File: config.mk
export PLATFORM = sky130hd
export DESIGN_NAME = iact_csc_encoder
export DESIGN_NICKNAME = d
export VERILOG_FILES = /design/src/rtl/iact_csc_pkg.sv /design/src/rtl/iact_csc_out_reg.sv /design/src/rtl/iact_csc_encoder.sv
export SDC_FILE = /design/constraint.sdc
export NUM_CORES = 1
export LEC_CHECK = 0
export ABC_AREA = 1
export CAP_MARGIN = 20
export CORE_MARGIN = 2
export CORE_UTILIZATION = 49
export CTS_BUF_LIST = sky130_fd_sc_hd__clkbuf_4 sky130_fd_sc_hd__clkbuf_8 sky130_fd_sc_hd__clkbuf_16
export CTS_CLUSTER_DIAMETER = 200
export DETAILED_ROUTE_END_ITERATION = 16
export PLACE_DENSITY_LB_ADDON = 0.12
export SETUP_SLACK_MARGIN = 0.3
export SLEW_MARGIN = 20
export SYNTH_ARGS = -nofsm -noshare
export SYNTH_HDL_FRONTEND = slang
export SYNTH_SLANG_ARGS = --single-unit
File: constraint.sdc
create_clock -name clock -period 1.8 [get_ports clock]
set_input_delay 0.27 -clock clock [delete_from_list [all_inputs] [get_ports clock]]
set_output_delay 0.27 -clock clock [all_outputs]
set_load 0.03 [all_outputs]
File: src/rtl/iact_csc_pkg.sv
// Shared widths, special CSC words and FSM state encoding for the iact CSC encoder.
package iact_csc_pkg;

  localparam int VALUE_W = 8;
  localparam int ROW_W   = 4;
  localparam int WORD_W  = VALUE_W + ROW_W;

  localparam logic [WORD_W-1:0] EMPTY_COL_WORD = 12'h00F;
  localparam logic [WORD_W-1:0] TERM_WORD      = 12'h000;

  typedef enum logic [2:0] {
    IDLE,
    ENCODE,
    COL_END,
    FRAME_END,
    DONE
  } state_e;

  function automatic logic [WORD_W-1:0] pack_word(input logic [VALUE_W-1:0] value,
                                                   input logic [ROW_W-1:0]   row);
    return {value, row};
  endfunction

endpackage

File: src/rtl/iact_csc_out_reg.sv
// Single-entry output register with valid/ready handshake toward the iact data SRAM.
module iact_csc_out_reg
  import iact_csc_pkg::*;
(
  input  logic              clock,
  input  logic              reset,
  input  logic              load,
  input  logic [WORD_W-1:0] load_word,
  output logic              space,
  output logic [WORD_W-1:0] data_out,
  output logic              data_out_valid,
  input  logic              data_out_ready
);

  logic [WORD_W-1:0] word_q, word_d;
  logic              vld_q, vld_d;

  // A new word may only be loaded when the held one is absent or leaving this cycle.
  assign space = ~vld_q | data_out_ready;

  always_comb begin
    word_d = word_q;
    vld_d  = vld_q;
    if (load) begin
      word_d = load_word;
      vld_d  = 1'b1;
    end else if (data_out_ready) begin
      vld_d  = 1'b0;
    end
  end

  always_ff @(posedge clock or posedge reset) begin
    if (reset) begin
      word_q <= TERM_WORD;
      vld_q  <= 1'b0;
    end else begin
      word_q <= word_d;
      vld_q  <= vld_d;
    end
  end

  assign data_out       = word_q;
  assign data_out_valid = vld_q;

endmodule

File: src/rtl/iact_csc_encoder.sv
// Dense column-major iact stream to CSC words {value,row}, with column/frame terminators.
// Optional build macro IACT_CSC_NZ_COUNT_EN adds the nz_count output.
module iact_csc_encoder
  import iact_csc_pkg::*;
(
  input  logic               clock,
  input  logic               reset,
  input  logic [VALUE_W-1:0] dense_in,
  input  logic               dense_in_valid,
  output logic               dense_in_ready,
  input  logic               dense_in_last,
  input  logic               frame_last,
  output logic [WORD_W-1:0]  data_out,
  output logic               data_out_valid,
  input  logic               data_out_ready,
  output logic               write_en,
  output logic               frame_done,
  output logic               row_overflow
`ifdef IACT_CSC_NZ_COUNT_EN
  ,
  output logic [10:0]        nz_count
`endif
);

  state_e             state_q, state_d;
  logic [ROW_W-1:0]   row_q, row_d;
  logic               col_nz_q, col_nz_d;
  logic               col_full_q, col_full_d;
  logic               frame_last_q, frame_last_d;
  logic               term_sent_q, term_sent_d;
  logic               write_en_q, write_en_d;
  logic               frame_done_q, frame_done_d;
  logic               row_overflow_q, row_overflow_d;
`ifdef IACT_CSC_NZ_COUNT_EN
  logic [10:0]        nz_count_q, nz_count_d;
`endif

  logic               space;
  logic               load;
  logic [WORD_W-1:0]  load_word;
  logic               accept;

  assign dense_in_ready = (state_q == ENCODE) & space;
  assign accept         = dense_in_valid & dense_in_ready;

  always_comb begin
    state_d        = state_q;
    row_d          = row_q;
    col_nz_d       = col_nz_q;
    col_full_d     = col_full_q;
    frame_last_d   = frame_last_q;
    term_sent_d    = term_sent_q;
    write_en_d     = write_en_q;
    frame_done_d   = 1'b0;
    row_overflow_d = row_overflow_q;
`ifdef IACT_CSC_NZ_COUNT_EN
    nz_count_d     = nz_count_q;
`endif
    load           = 1'b0;
    load_word      = TERM_WORD;

    case (state_q)
      IDLE: begin
        if (dense_in_valid) begin
          state_d    = ENCODE;
          write_en_d = 1'b1;
          row_d      = '0;
          col_nz_d   = 1'b0;
          col_full_d = 1'b0;
`ifdef IACT_CSC_NZ_COUNT_EN
          nz_count_d = '0;
`endif
        end
      end

      ENCODE: begin
        if (accept) begin
          if (dense_in != '0) begin
            load      = 1'b1;
            load_word = pack_word(dense_in, row_q);
            col_nz_d  = 1'b1;
`ifdef IACT_CSC_NZ_COUNT_EN
            nz_count_d = nz_count_q + 11'd1;
`endif
          end
          // col_full_q means the row counter already wrapped past 15 in this column.
          if (col_full_q) row_overflow_d = 1'b1;
          if (dense_in_last) begin
            row_d        = '0;
            col_full_d   = 1'b0;
            frame_last_d = frame_last;
            state_d      = COL_END;
          end else begin
            row_d = row_q + ROW_W'(1);
            if (row_q == '1) col_full_d = 1'b1;
          end
        end
      end

      COL_END: begin
        if (space) begin
          load = 1'b1;
          if (!col_nz_q) begin
            // Empty column: marker first, terminator on the following slot.
            load_word = EMPTY_COL_WORD;
            col_nz_d  = 1'b1;
          end else begin
            load_word   = TERM_WORD;
            col_nz_d    = 1'b0;
            term_sent_d = 1'b0;
            state_d     = frame_last_q ? FRAME_END : ENCODE;
          end
        end
      end

      FRAME_END: begin
        if (!term_sent_q) begin
          if (space) begin
            load        = 1'b1;
            load_word   = TERM_WORD;
            term_sent_d = 1'b1;
          end
        end else if (data_out_ready) begin
          // The second terminator is the only word held, so this is its transfer.
          term_sent_d  = 1'b0;
          write_en_d   = 1'b0;
          frame_done_d = 1'b1;
          state_d      = DONE;
        end
      end

      DONE: begin
        state_d = IDLE;
      end

      default: begin
        state_d = IDLE;
      end
    endcase
  end

  always_ff @(posedge clock or posedge reset) begin
    if (reset) begin
      state_q        <= IDLE;
      row_q          <= '0;
      col_nz_q       <= 1'b0;
      col_full_q     <= 1'b0;
      frame_last_q   <= 1'b0;
      term_sent_q    <= 1'b0;
      write_en_q     <= 1'b0;
      frame_done_q   <= 1'b0;
      row_overflow_q <= 1'b0;
`ifdef IACT_CSC_NZ_COUNT_EN
      nz_count_q     <= '0;
`endif
    end else begin
      state_q        <= state_d;
      row_q          <= row_d;
      col_nz_q       <= col_nz_d;
      col_full_q     <= col_full_d;
      frame_last_q   <= frame_last_d;
      term_sent_q    <= term_sent_d;
      write_en_q     <= write_en_d;
      frame_done_q   <= frame_done_d;
      row_overflow_q <= row_overflow_d;
`ifdef IACT_CSC_NZ_COUNT_EN
      nz_count_q     <= nz_count_d;
`endif
    end
  end

  iact_csc_out_reg u_out_reg (
    .clock          (clock),
    .reset          (reset),
    .load           (load),
    .load_word      (load_word),
    .space          (space),
    .data_out       (data_out),
    .data_out_valid (data_out_valid),
    .data_out_ready (data_out_ready)
  );

  assign write_en     = write_en_q;
  assign frame_done   = frame_done_q;
  assign row_overflow = row_overflow_q;
`ifdef IACT_CSC_NZ_COUNT_EN
  assign nz_count     = nz_count_q;
`endif

endmodule

==> results.txt, run 1 <==
The run finished with clean final reports. The total via count in the routed design is 1346. The arrival time at the worst endpoint came out at 1.21 ns. In the final design database the tool counted 230 nets. In this run the deepest clock path goes through 2 buffers. The worst setup path is captured at an output pin. The largest net degree at the start of global routing is 28.

Per report_power, the clock group accounts for 9.8% of the total. The later pin in the worst-skew pair is clocked with a latency of 0.33 ns. The worst endpoint required time is 1.53 ns. The synthesis-to-finish area growth is 32.76%.

In the post-synthesis netlist, the biggest area contributors are dfrtp_1 49%, nand2_1 13%, nand3_1 11%. The total wire length came out at 3185 um. The most frequently used cell type in the post-synthesis netlist is nand2_1. The critical path's largest stage delay is 0.48 ns.

In this run, synthesis produced a sequential element count of 27. The width of the die is 56.90 um. In the final layout, the share of cells above drive strength 1 is 16.82%.

The number of diodes added for antenna fixing came out at 0. The number of levels in the clock H-tree came out at 1. The cell type with the largest total area after synthesis is dfrtp_1. The number of enable-type register cells in the synthesized netlist came out at 0.

The number of cells on the worst reg-to-reg path is 8. After synthesis the cells add up to 1371 um^2. The highest ir drop seen on vdd is 1.009 mV. The first-pass GRT wire length came out at 5106 um. The net count of the mapped netlist came out at 188. The type of the worst min-delay path is input port to asynchronous set/reset pin.

The max capacitance violation total is 0. The vertical extent of the die came out at 56.90 um. The wire length on met1 came out at 1459 um. The floorplan core area is 2710 um^2.

Static timing analysis puts the maximum clock frequency at 0.6735 GHz. For this run, the detailed router's first-pass iteration total came to 4. During placement, the flow inserted port buffers numbering 30. In this run the core area contains 19 standard-cell rows. The number of hold violations in the final report is 0.

The number of design rule violations left after detail routing is 0. The end of the critical path is dense_in_ready. The placed instance area came out at 1708 um^2. For this block, the initial DRC count from the detailed router was 87. Global routing consumed, over all layers together, 19.99% of the routing resources.

The number of library cell types mapped by synthesis came out at 22. The die covers 3238 um^2. The worst setup path is launched from a register. For this design the total switching power over the nets is 0.001366 W. The slew at the pin closest to its max-slew limit came out at 0.3717 ns. Of the total power, registers draw 34.0%. Setup violations remaining at the end of the flow were counted as 0. Net switching is 47.40% of the power. The met2 routed wirelength is 1465 um. The highest layer touched by signal routing is met4. The top fanout value on the critical path is 4. Summed over all nets, wire length on met3 after detailed routing comes to 206 um.

Summed over all layers, the global routing overflow is 0. The library cell contributing the largest single delay on the critical path is dfrtp_2. The remaining antenna violation count is 0. The source of the worst register-to-register timing path is state_q[2].

The portion of synthesized cell area occupied by the leading cell type is 49.27%. The initial core utilization came out at 50.60%. The leakage power is 0.9480 nW. After routing, the total negative slack on setup checks comes to 0 ns. The clock period minus final worst setup slack is 1.485 ns.

The final non-filler cell area came out at 1821 um^2. The worst register-to-register path ends at u_out_reg.data_out[1]. The part of the Yosys area used for sequential elements came out at 49.27%. The number of instances in the synthesized netlist came out at 173. The number of top-level pins is 31. The power per unit of standard cell area is 1584 nW/um^2. The proportion of register bits with asynchronous set or reset after synthesis is 100.0%.

The setup slack on the worst flop-to-flop path came out at 0.33 ns. The most frequently used flop master after synthesis is dfrtp_1. The final HPWL from detailed placement is 2249 um.

Dividing the final minimum period by the clock period gives 82.49%. The clock transition time at the flip-flop clock pins of the worst setup and hold paths came out at 0.14 ns. The final routed wire length divided by cell count came out at 13.00 um. The signal on the critical path passes through inv_2, nand3_4, nor2_4, buf_6. The per-instance average area after synthesis is 7.927 um^2. The number of antenna violations at the first check in global routing came out at 0.

The relative max-transition margin came out at 75.13%. Yosys printed 0 warnings. The tree is rooted in a clkbuf_4. Setup repair after global routing could not meet its margin everywhere. The launch point of the worst path is state_q[2]. The final max-slew violation count was 0.

The final setup skew came out at 0.006392 ns. The quantity of hold-fixing buffers added after cts came out at 0. The number of global-route vias before repair is 1164. The number of clock buffers added by TritonCTS is 3. In the routed layout, each cell is associated on average with a via count of 5.494. The commonest cells after synthesis are 46 x nand2_1, 30 x nand3_1, 27 x dfrtp_1. The portion of total power attributed to combinational logic came out at 56.2%. The final RePlAce weighted congestion is 0.8555. The worst setup path is of the register to output pin kind. Clock tree synthesis found a total of 27 sinks. The internal power consumption is 0.001516 W. The clock tree from TritonCTS is yes.
[how the worst min path moves through the flow]
stage / start / endpoint / cells past startpoint
floorplan: reset / col_full_q / 1
global placement: row_overflow / row_overflow / 1
detailed placement: row_overflow / row_overflow / 1
CTS: reset / u_out_reg.data_out[7] / 3
global route: reset / u_out_reg.data_out[7] / 3
finish: reset / frame_done / 3
[logic make-up after synthesis]
family / Yosys count / share of synthesized area [%]
and+or+nand+nor: 111 / 36.86
DFF: 27 / 49.27
buffers and inverters: 17 / 6.022
AOI/OAI and AO/OA: 16 / 6.295
xor gates and xnor gates: 1 / 0.6388
adders and majority gates: 1 / 0.9123
[per-layer routing]
| layer | vias up | global-route usage, % |
|---|---|---|
| li1 | 658 | - |
| met1 | 633 | 26.61 |
| met2 | 50 | 33.50 |
| met3 | 5 | 2.765 |
| met4 | 0 | 6.977 |
| met5 | - | 0 |
[power by group through the flow]
| stage | sequential (W) | clock, W | combinational (W) |
|---|---|---|---|
| final | 0.000981 | 0.000281 | 0.00162 |
| after global routing | 0.000999 | 0.000313 | 0.00177 |
| after CTS | 0.000968 | 0.000295 | 0.00146 |
| after detailed placement | 0.000981 | 0 | 0.00152 |
| after global placement | 0.000977 | 0 | 0.00149 |
| after floorplan | 0.00122 | 0 | 0.000799 |
[cell usage in the layout, fill, tap and decap left out]
master	instances
nand3_4	1
nor3_2	1
nor2_1	18
dlygate4sd2_1	16
o21ai_1	1
ha_1	1
nand2_1	45
dfrtp_2	3
inv_4	1
nand2_4	1
nand3_1	30
a21o_1	1
nand2_2	1
o21ai_0	8
nand4_1	4
buf_6	1
clkdlybuf4s50_1	13
o21ai_4	1
a21oi_1	5
xor2_1	1
nor3_1	1
dfrtp_1	24
buf_4	10
nor2_4	4
inv_2	3
clkbuf_4	4
inv_1	10
nor2_2	3
nand3_2	2
[state kept, by name, summed over array words and instances, names as in the netlist]
signal                    flops
col_full_q                    1
col_nz_q                      1
frame_done                    1
frame_last_q                  1
row_overflow                  1
row_q                         4
state_q                       3
term_sent_q                   1
u_out_reg.data_out           12
u_out_reg.data_out_valid      1
write_en                      1
[metrics by stage]
stage / utilization, % / std cells / total power, W / hold WS [ns] / setup slack [ns]
finish: 67.17 / 245 / 0.002883 / 0.2727 / 0.3152
global placement: 63.02 / 235 / 0.002471 / 0.4533 / 0.1063
detailed placement: 63.02 / 235 / 0.002504 / 0.4570 / 0.06920
CTS: 64.04 / 239 / 0.002726 / 0.2808 / 0.1185
floorplan: - / 173 / 0.002015 / 0.3227 / 0.4190
global route: 67.17 / 245 / 0.003081 / 0.3215 / 0.2684
[critical path, delay by kind of cell, from the launching register on]
family / cells / cell delay (ns)
flip-flops: 1 / 0.48
AND/OR/NAND/NOR: 2 / 0.18
buffers and inverters: 2 / 0.23
[layout make-up]
type | count | area (um^2)
fillers | 221 | 889.6
flip-flops and latches | 27 | 679.4
multi-input cells | 129 | 660.6
repair buffers | 40 | 356.6
inverters | 14 | 55.05
well taps | 31 | 38.79
clock buffers | 4 | 30.03
[repair_timing]
item / in CTS / in global routing
setup endpoints to repair: 30 / 19
buffers inserted: 0 / 6
resized for setup: 20 / 13
cloned: 0 / 0
Power figures use the tool's default switching activity.
==> inputs of run 2 (changes only) <==
--- a/config.mk
+++ b/config.mk
@@ -8,7 +8,7 @@
 export ABC_AREA = 1
 export CAP_MARGIN = 20
 export CORE_MARGIN = 2
-export CORE_UTILIZATION = 49
+export CORE_UTILIZATION = 44
 export CTS_BUF_LIST = sky130_fd_sc_hd__clkbuf_4 sky130_fd_sc_hd__clkbuf_8 sky130_fd_sc_hd__clkbuf_16
 export CTS_CLUSTER_DIAMETER = 200
 export DETAILED_ROUTE_END_ITERATION = 16
==> constraint.sdc (replaced) <==
create_clock -name clock -period 1.3 [get_ports clock]
set_input_delay 0.195 -clock clock [delete_from_list [all_inputs] [get_ports clock]]
set_output_delay 0.195 -clock clock [all_outputs]
set_load 0.03 [all_outputs]
==> run 2 against run 1 <==
Against the previous run:
- the flow now finishes with violations (negative setup slack)
- clock power grew 43%
- via count grew 16%
- utilization grew 18 points
- hold slack lost 0.088 ns
- critical path type unchanged
==> results.txt, run 2 (synthesis gave the netlist of run 1 again) <==
The run finished, with violations left. The final reports fail on negative setup slack. After layout, the worst setup slack is -0.1807 ns. The initial core utilization came out at 45.67%. The floorplan core area came out at 3003 um^2. The area growth from synthesis to layout is 85.58%. TritonCTS created 3 clock buffers. The highest ir drop seen on vdd is 1.352 mV.

The per-cell via count in the routed design is 5.553. The power spent charging and discharging nets came out at 0.002682 W. The post-placement setup slack came out at -0.2858 ns. The endpoint identified for the worst register-to-register timing path is col_nz_q. The library cell used most frequently in the layout, excluding fill and tap cells, is nand2_1.

The floorplan has 20 rows. The final-layout fill cell count is 143. The number of diodes added for antenna fixing is 0. The critical path class is register to output pin. For the worst flop-to-flop path, the logic depth is 9. The clock tree from TritonCTS is yes. The final net count is 265. Hold timing on the final database bottoms out at a slack of 0.1842 ns. The clock share of power is 6.9%. The number of global-route vias before repair is 1372. After the first detailed-routing iteration, the DRC count stood at 101. The number of top-level pins is 31.

The final worst-path cycle share came out at 113.9%. Buffers inserted to repair hold after CTS numbered 0. The sequential cell area is 678.2 um^2.

The number of hold violations in the final report came out at 0. In this run, flip-flops and latches consume 24.7% of the power. The root cell of the clock tree is clkbuf_4. At the end of routability-driven placement, the weighted congestion stood at 0.8725. In the layout the commonest cells are 34 x nand2_1, 29 x buf_6, 27 x buf_4. The slew at the pin closest to its max-slew limit came out at 0.3774 ns.

The number of buffers on the longest clock path is 2. The number of design rule violations left after detail routing came out at 0. The total via count in the routed design is 1566. Cell internal power was estimated by the tool at 0.003135 W. The pre-antenna-repair detailed-routing pass consisted of 4 iterations. The die is 59.83 um wide. The number of clock sinks is 27. The post-route netlist has 54.22% of its cells at a drive strength greater than 1.

The most frequent cell on the critical path is buf_6. The final setup skew is 0.003184 ns. The die is 59.83 um tall.

The largest net degree at the start of global routing is 15. The final HPWL from detailed placement came out at 2393 um. The switching share of power came out at 46.10%.

The number of flip-flops under the largest register name is 12. The global-route congestion overflow total is 0. The kind of start point of the critical path is a register. The power per unit of standard cell area came out at 2286 nW/um^2. The max capacitance violation total is 0. The setup slack on the worst flop-to-flop path came out at -0.16 ns. The top fanout value on the critical path came out at 2. The number of levels in the clock H-tree is 1. STA classifies the critical path endpoint as an output pin. Walking the worst path, the cells encountered are buf_6, inv_4, nand3_4, nor2_4, buf_6. Summing all multi-input logic gate instances after layout gives 975.9 um^2.

The final routed wire length divided by cell count came out at 16.92 um. The remaining antenna violation count came out at 0. The number of endpoints failing setup at the final stage came out at 26. In this design, the stage delay of the slowest critical-path cell is 0.43 ns. The worst endpoint required time came out at 1.11 ns. The global router's overall resource usage came out at 23.44%. The insertion delay to the later sink of the worst-skew pair is 0.33 ns.

In this run the worst hold path is classified as input port to asynchronous set/reset pin. The total wire length is 4771 um. The maximum clock frequency is 0.6754 GHz. The portion of total power attributed to combinational logic came out at 68.4%.

The floorplan die area is 3579 um^2. The leakage power is 1.244 nW. The first global-routing pass estimated 6341 um of wire. The worst register-to-register path begins at state_q[2]. The relative max-transition margin came out at 74.82%. On the critical path, the stage with the largest delay is an instance of dfrtp_1. The core occupancy in the finished layout is 84.75%.

The clock period minus final worst setup slack is 1.481 ns. The arrival time at the worst endpoint came out at 1.29 ns. Setup repair after global routing could not meet its margin everywhere.

After clock tree synthesis, the clock-pin slew on the worst setup and hold paths is 0.15 ns. The final max-slew violation count came out at 0. The count of buffers inserted at the top-level ports is 30. The number of antenna violations at the first check in global routing came out at 0.
run 2: cell count changes in the layout (fill, tap and decap cells not counted), sizes merged:
cell / delta
clkinv: +1
buf: +48
dlygate4sd2: -16
inv: -1
clkbuf: +1
nand2: +2
run 2: worst max-delay path by stage:
stage	startpoint	to	cells past startpoint
floorplan	state_q[2]	u_out_reg.data_out[0]	9
global placement	dense_in_valid	state_q[1]	8
detailed placement	dense_in_valid	state_q[0]	8
CTS	state_q[1]	u_out_reg.data_out[1]	8
global route	dense_in[5]	u_out_reg.data_out[3]	8
finish	state_q[1]	dense_in_ready	5
run 2: power groups by stage:
| stage | clock [W] | sequential (W) | combinational [W] |
|---|---|---|---|
| final | 0.000402 | 0.00144 | 0.00398 |
| after global routing | 0.000435 | 0.00146 | 0.00423 |
| after CTS | 0.000400 | 0.00140 | 0.00322 |
| after detailed placement | 0 | 0.00137 | 0.00234 |
| after global placement | 0 | 0.00137 | 0.00229 |
| after floorplan | 0 | 0.00170 | 0.00117 |
run 2: metal layers:
metal	up-vias	track usage [%]	wire, um	part of all wire, %
li1	733	-	-	-
met1	766	30.14	1908	40
met2	58	40.68	2523	53
met3	9	3.463	249	5.2
met4	0	6.667	89	1.9
met5	-	0	0	0
run 2: per-stage QoR:
stage	power [W]	area (um^2)	setup TNS (ns)	cells
floorplan	0.002872	1405	0	173
global placement	0.003660	1849	-4.144	251
detailed placement	0.003709	1849	-5.063	251
CTS	0.005024	2275	-1.426	274
global route	0.006128	2545	-4.519	282
finish	0.005817	2545	-2.836	282
run 2: cell type report:
cell class,count,share of cell area (%)
clock buffer,4,1.180
inverter,14,2.852
multi-input combinational,131,38.35
sequential,27,26.65
tap,33,1.622
timing repair buffer,73,29.35
run 2: worst max-delay path: cells and delay by family (launching register included):
| kind | cells | cell delay [ns] |
|---|---|---|
| flops | 1 | 0.43 |
| buf+inv | 3 | 0.32 |
| simple gates | 2 | 0.20 |
run 2: repair_timing:
item | in CTS | in global routing
pin swaps | 12 | 22
gates resized for setup | 159 | 57
setup endpoints to repair | 44 | 44
gates cloned | 4 | 0
setup buffers | 15 | 8
==> inputs of run 3 (changes only) <==
--- a/config.mk
+++ b/config.mk
@@ -12,6 +12,7 @@
 export CTS_BUF_LIST = sky130_fd_sc_hd__clkbuf_4 sky130_fd_sc_hd__clkbuf_8 sky130_fd_sc_hd__clkbuf_16
 export CTS_CLUSTER_DIAMETER = 200
 export DETAILED_ROUTE_END_ITERATION = 16
+export GPL_TIMING_DRIVEN = 0
 export PLACE_DENSITY_LB_ADDON = 0.12
 export SETUP_SLACK_MARGIN = 0.3
 export SLEW_MARGIN = 20
==> run 3 against run 2 <==
Against the previous run:
- the run still ends with negative setup slack left
- non-clock buffer count down 18
- critical path depth grew 3
- hold slack better by 0.073 ns
- setup slack improved by 0.041 ns
- combinational power down 21%
- global-route usage is 1.0 points lower
- design area decreased by 14%
- fmax rose by 2.9%
- highest routed layer unchanged
==> results.txt, run 3 (synthesis gave the netlist of run 1 again) <==
STA classifies the critical path startpoint as a register. In the final layout, flip-flops and latches occupy 679.4 um^2. The die covers 3579 um^2. The final routed wire length divided by cell count is 14.62 um.

The max capacitance violation total came out at 0. Counting I/O delays and the setup requirement, the final critical path takes 1.439 ns. The final worst-path cycle share is 110.7%. Following the worst setup path forward leads to its endpoint at state_q[1]. The first-pass GRT wire length is 6037 um. The insertion delay to the later sink of the worst-skew pair came out at 0.34 ns. The clock share of power is 7.7%. STA puts the critical path data required time at 1.58 ns.

The final max-slew violation count is 0. The critical register-to-register path endpoint is state_q[1]. The initial core utilization came out at 45.67%. The total wire length came out at 3830 um. The accumulated negative setup slack came out at -1.595 ns. Leaving out fill and tap cells, the most frequent cell in the layout is nand2_1. Power spread over the standard cell area amounts to 2274 nW/um^2.

The number of endpoints failing setup at the final stage came out at 20. The core occupancy in the finished layout came out at 72.54%. The setup slack on the worst flop-to-flop path came out at -0.14 ns. In this run the number of H-tree levels came out at 1. The remaining antenna violation count came out at 0. The number of antenna violations at the first check in global routing came out at 0. On the final layout, the worst clock skew is 0.006397 ns. The width of the die came out at 59.83 um. The clock passes through at most 2 buffers. The number of global-route vias before repair is 1300. Measured in cells, the most critical reg-to-reg path has a length of 8.

The layout has 219 filler cells. The count of standard-cell rows came out at 20. In this run the worst setup path begins at state_q[2]. The clock transition time at the flip-flop clock pins of the worst setup and hold paths is 0.15 ns. The number of iterations in the first detailed-routing pass is 5. The starting DRC count in detailed routing came out at 68. The number of hold violations in the final report is 0. At the end of routability-driven placement, the weighted congestion stood at 0.8717. The worst setup path is captured at a register. The share of cells above drive strength 1 came out at 43.23%. The number of diodes added for antenna fixing came out at 0.

For this run, the top clock speed supported by timing is 0.6948 GHz. The final net count came out at 245. In the final layout, the multi-input gates occupy 822.0 um^2. The fraction of power consumed by sequential logic is 28.9%. The total via count in the routed design came out at 1402.

The vertical extent of the die is 59.83 um. The number of top-level pins came out at 31. The library cells used most frequently in the layout, excluding fill and tap cells, are 34 x nand2_1, 27 x buf_6, 24 x dfrtp_1. The register with the most flip-flops in the layout has 12 of them. The relative max-transition margin is 59.26%. The top fanout value on the critical path came out at 6. The switching share of power came out at 46.40%. The quantity of hold-fixing buffers added after cts came out at 0. The power spent charging and discharging nets came out at 0.002298 W. The checks that failed: negative setup slack. The global router's overall resource usage is 22.44%. The total power is 0.004952 W.

The worst setup path is of the register to register kind. The number of design rule violations left after detail routing is 0. The path class of the tightest hold or removal check is input port to asynchronous set/reset pin. The synthesis-to-finish area growth came out at 58.85%. The count of buffers inserted at the top-level ports is 30. The run finished, with violations left. The slew at the pin closest to its max-slew limit came out at 0.6098 ns. The post-placement setup slack came out at -0.5103 ns. The portion of total power attributed to combinational logic came out at 63.5%.

The clock buffer count from CTS came out at 3. The global-route congestion overflow total came out at 0. For this design the static power due to leakage is 1.060 nW. Using the TritonRoute via totals, the vias-per-cell ratio works out to 5.351. The startpoint identified for the worst register-to-register timing path is state_q[2]. The floorplan core area came out at 3003 um^2. Across all setup checks in the final design, the least slack found is -0.1392 ns. In this run the clock root is driven by a clkbuf_4.

The number of clock sinks is 27. Setup repair after global routing could not meet its margin everywhere. The highest ir drop seen on vdd came out at 1.255 mV. The largest net degree at the start of global routing came out at 28. Summed over all nets, the half-perimeter wirelength after detailed placement is 2234 um. Internal power comes to 0.002654 W.

The arrival time at the worst endpoint came out at 1.72 ns. TritonCTS built the clock tree.
-- run 3: critical path, stage by stage, from the launching register on --
cell     delay (ns)
dfrtp_1        0.43
inv_2          0.10
nand3_4        0.09
buf_4          0.18
a21oi_1        0.26
nor2_2         0.10
nand3_1        0.10
nand2_1        0.06
nand2_1        0.06
-- run 3: worst min-delay path by stage --
| stage | end | start | depth (start not counted) | slack, ns |
|---|---|---|---|---|
| final | row_overflow | reset | 2 | 0.26 |
| after global routing | u_out_reg.data_out[4] | reset | 2 | 0.27 |
| after CTS | u_out_reg.data_out[5] | reset | 2 | 0.27 |
| after detailed placement | row_overflow | row_overflow | 1 | 0.45 |
| after global placement | row_overflow | row_overflow | 1 | 0.45 |
| after floorplan | col_full_q | reset | 1 | 0.25 |
-- run 3: final cells by class --
type / count / share of cell area, %
Buffer: 3 / 1.551
Clock buffer: 3 / 1.034
Clock inverter: 1 / 0.2298
Inverter: 14 / 2.814
Multi-Input combinational cell: 129 / 37.74
Sequential cell: 27 / 31.19
Tap cell: 33 / 1.895
Timing Repair Buffer: 52 / 23.55
-- run 3: per-stage QoR --
| stage | std cells | instance area (um^2) | hold slack, ns |
|---|---|---|---|
| after floorplan | 173 | 1405 | 0.2476 |
| after detailed placement | 236 | 1747 | 0.4532 |
| after global placement | 236 | 1747 | 0.4511 |
| after global routing | 262 | 2178 | 0.2673 |
| final | 262 | 2178 | 0.2573 |
| after CTS | 257 | 2059 | 0.2672 |
-- run 3: what timing repair did --
| action | in CTS | in global routing |
|---|---|---|
| setup endpoints to repair | 71 | 44 |
| cloned | 2 | 0 |
| gates resized for setup | 160 | 22 |
| pin swaps | 12 | 8 |
| setup buffers | 15 | 5 |
-- run 3: power by group through the flow --
stage	registers (W)	clock network [W]	logic, W
after floorplan	0.00170	0	0.00117
after global routing	0.00146	0.000430	0.00340
after CTS	0.00140	0.000394	0.00283
after detailed placement	0.00138	0	0.00221
final	0.00143	0.000379	0.00314
after global placement	0.00136	0	0.00217
-- run 3: metal layers --
metal / vias to the layer above / wire length (um) / GRT usage [%]
met5: - / 0 / 0
met4: 0 / 89 / 7.619
met3: 11 / 184 / 2.814
met2: 50 / 2003 / 39.29
met1: 650 / 1552 / 28.32
li1: 691 / - / -
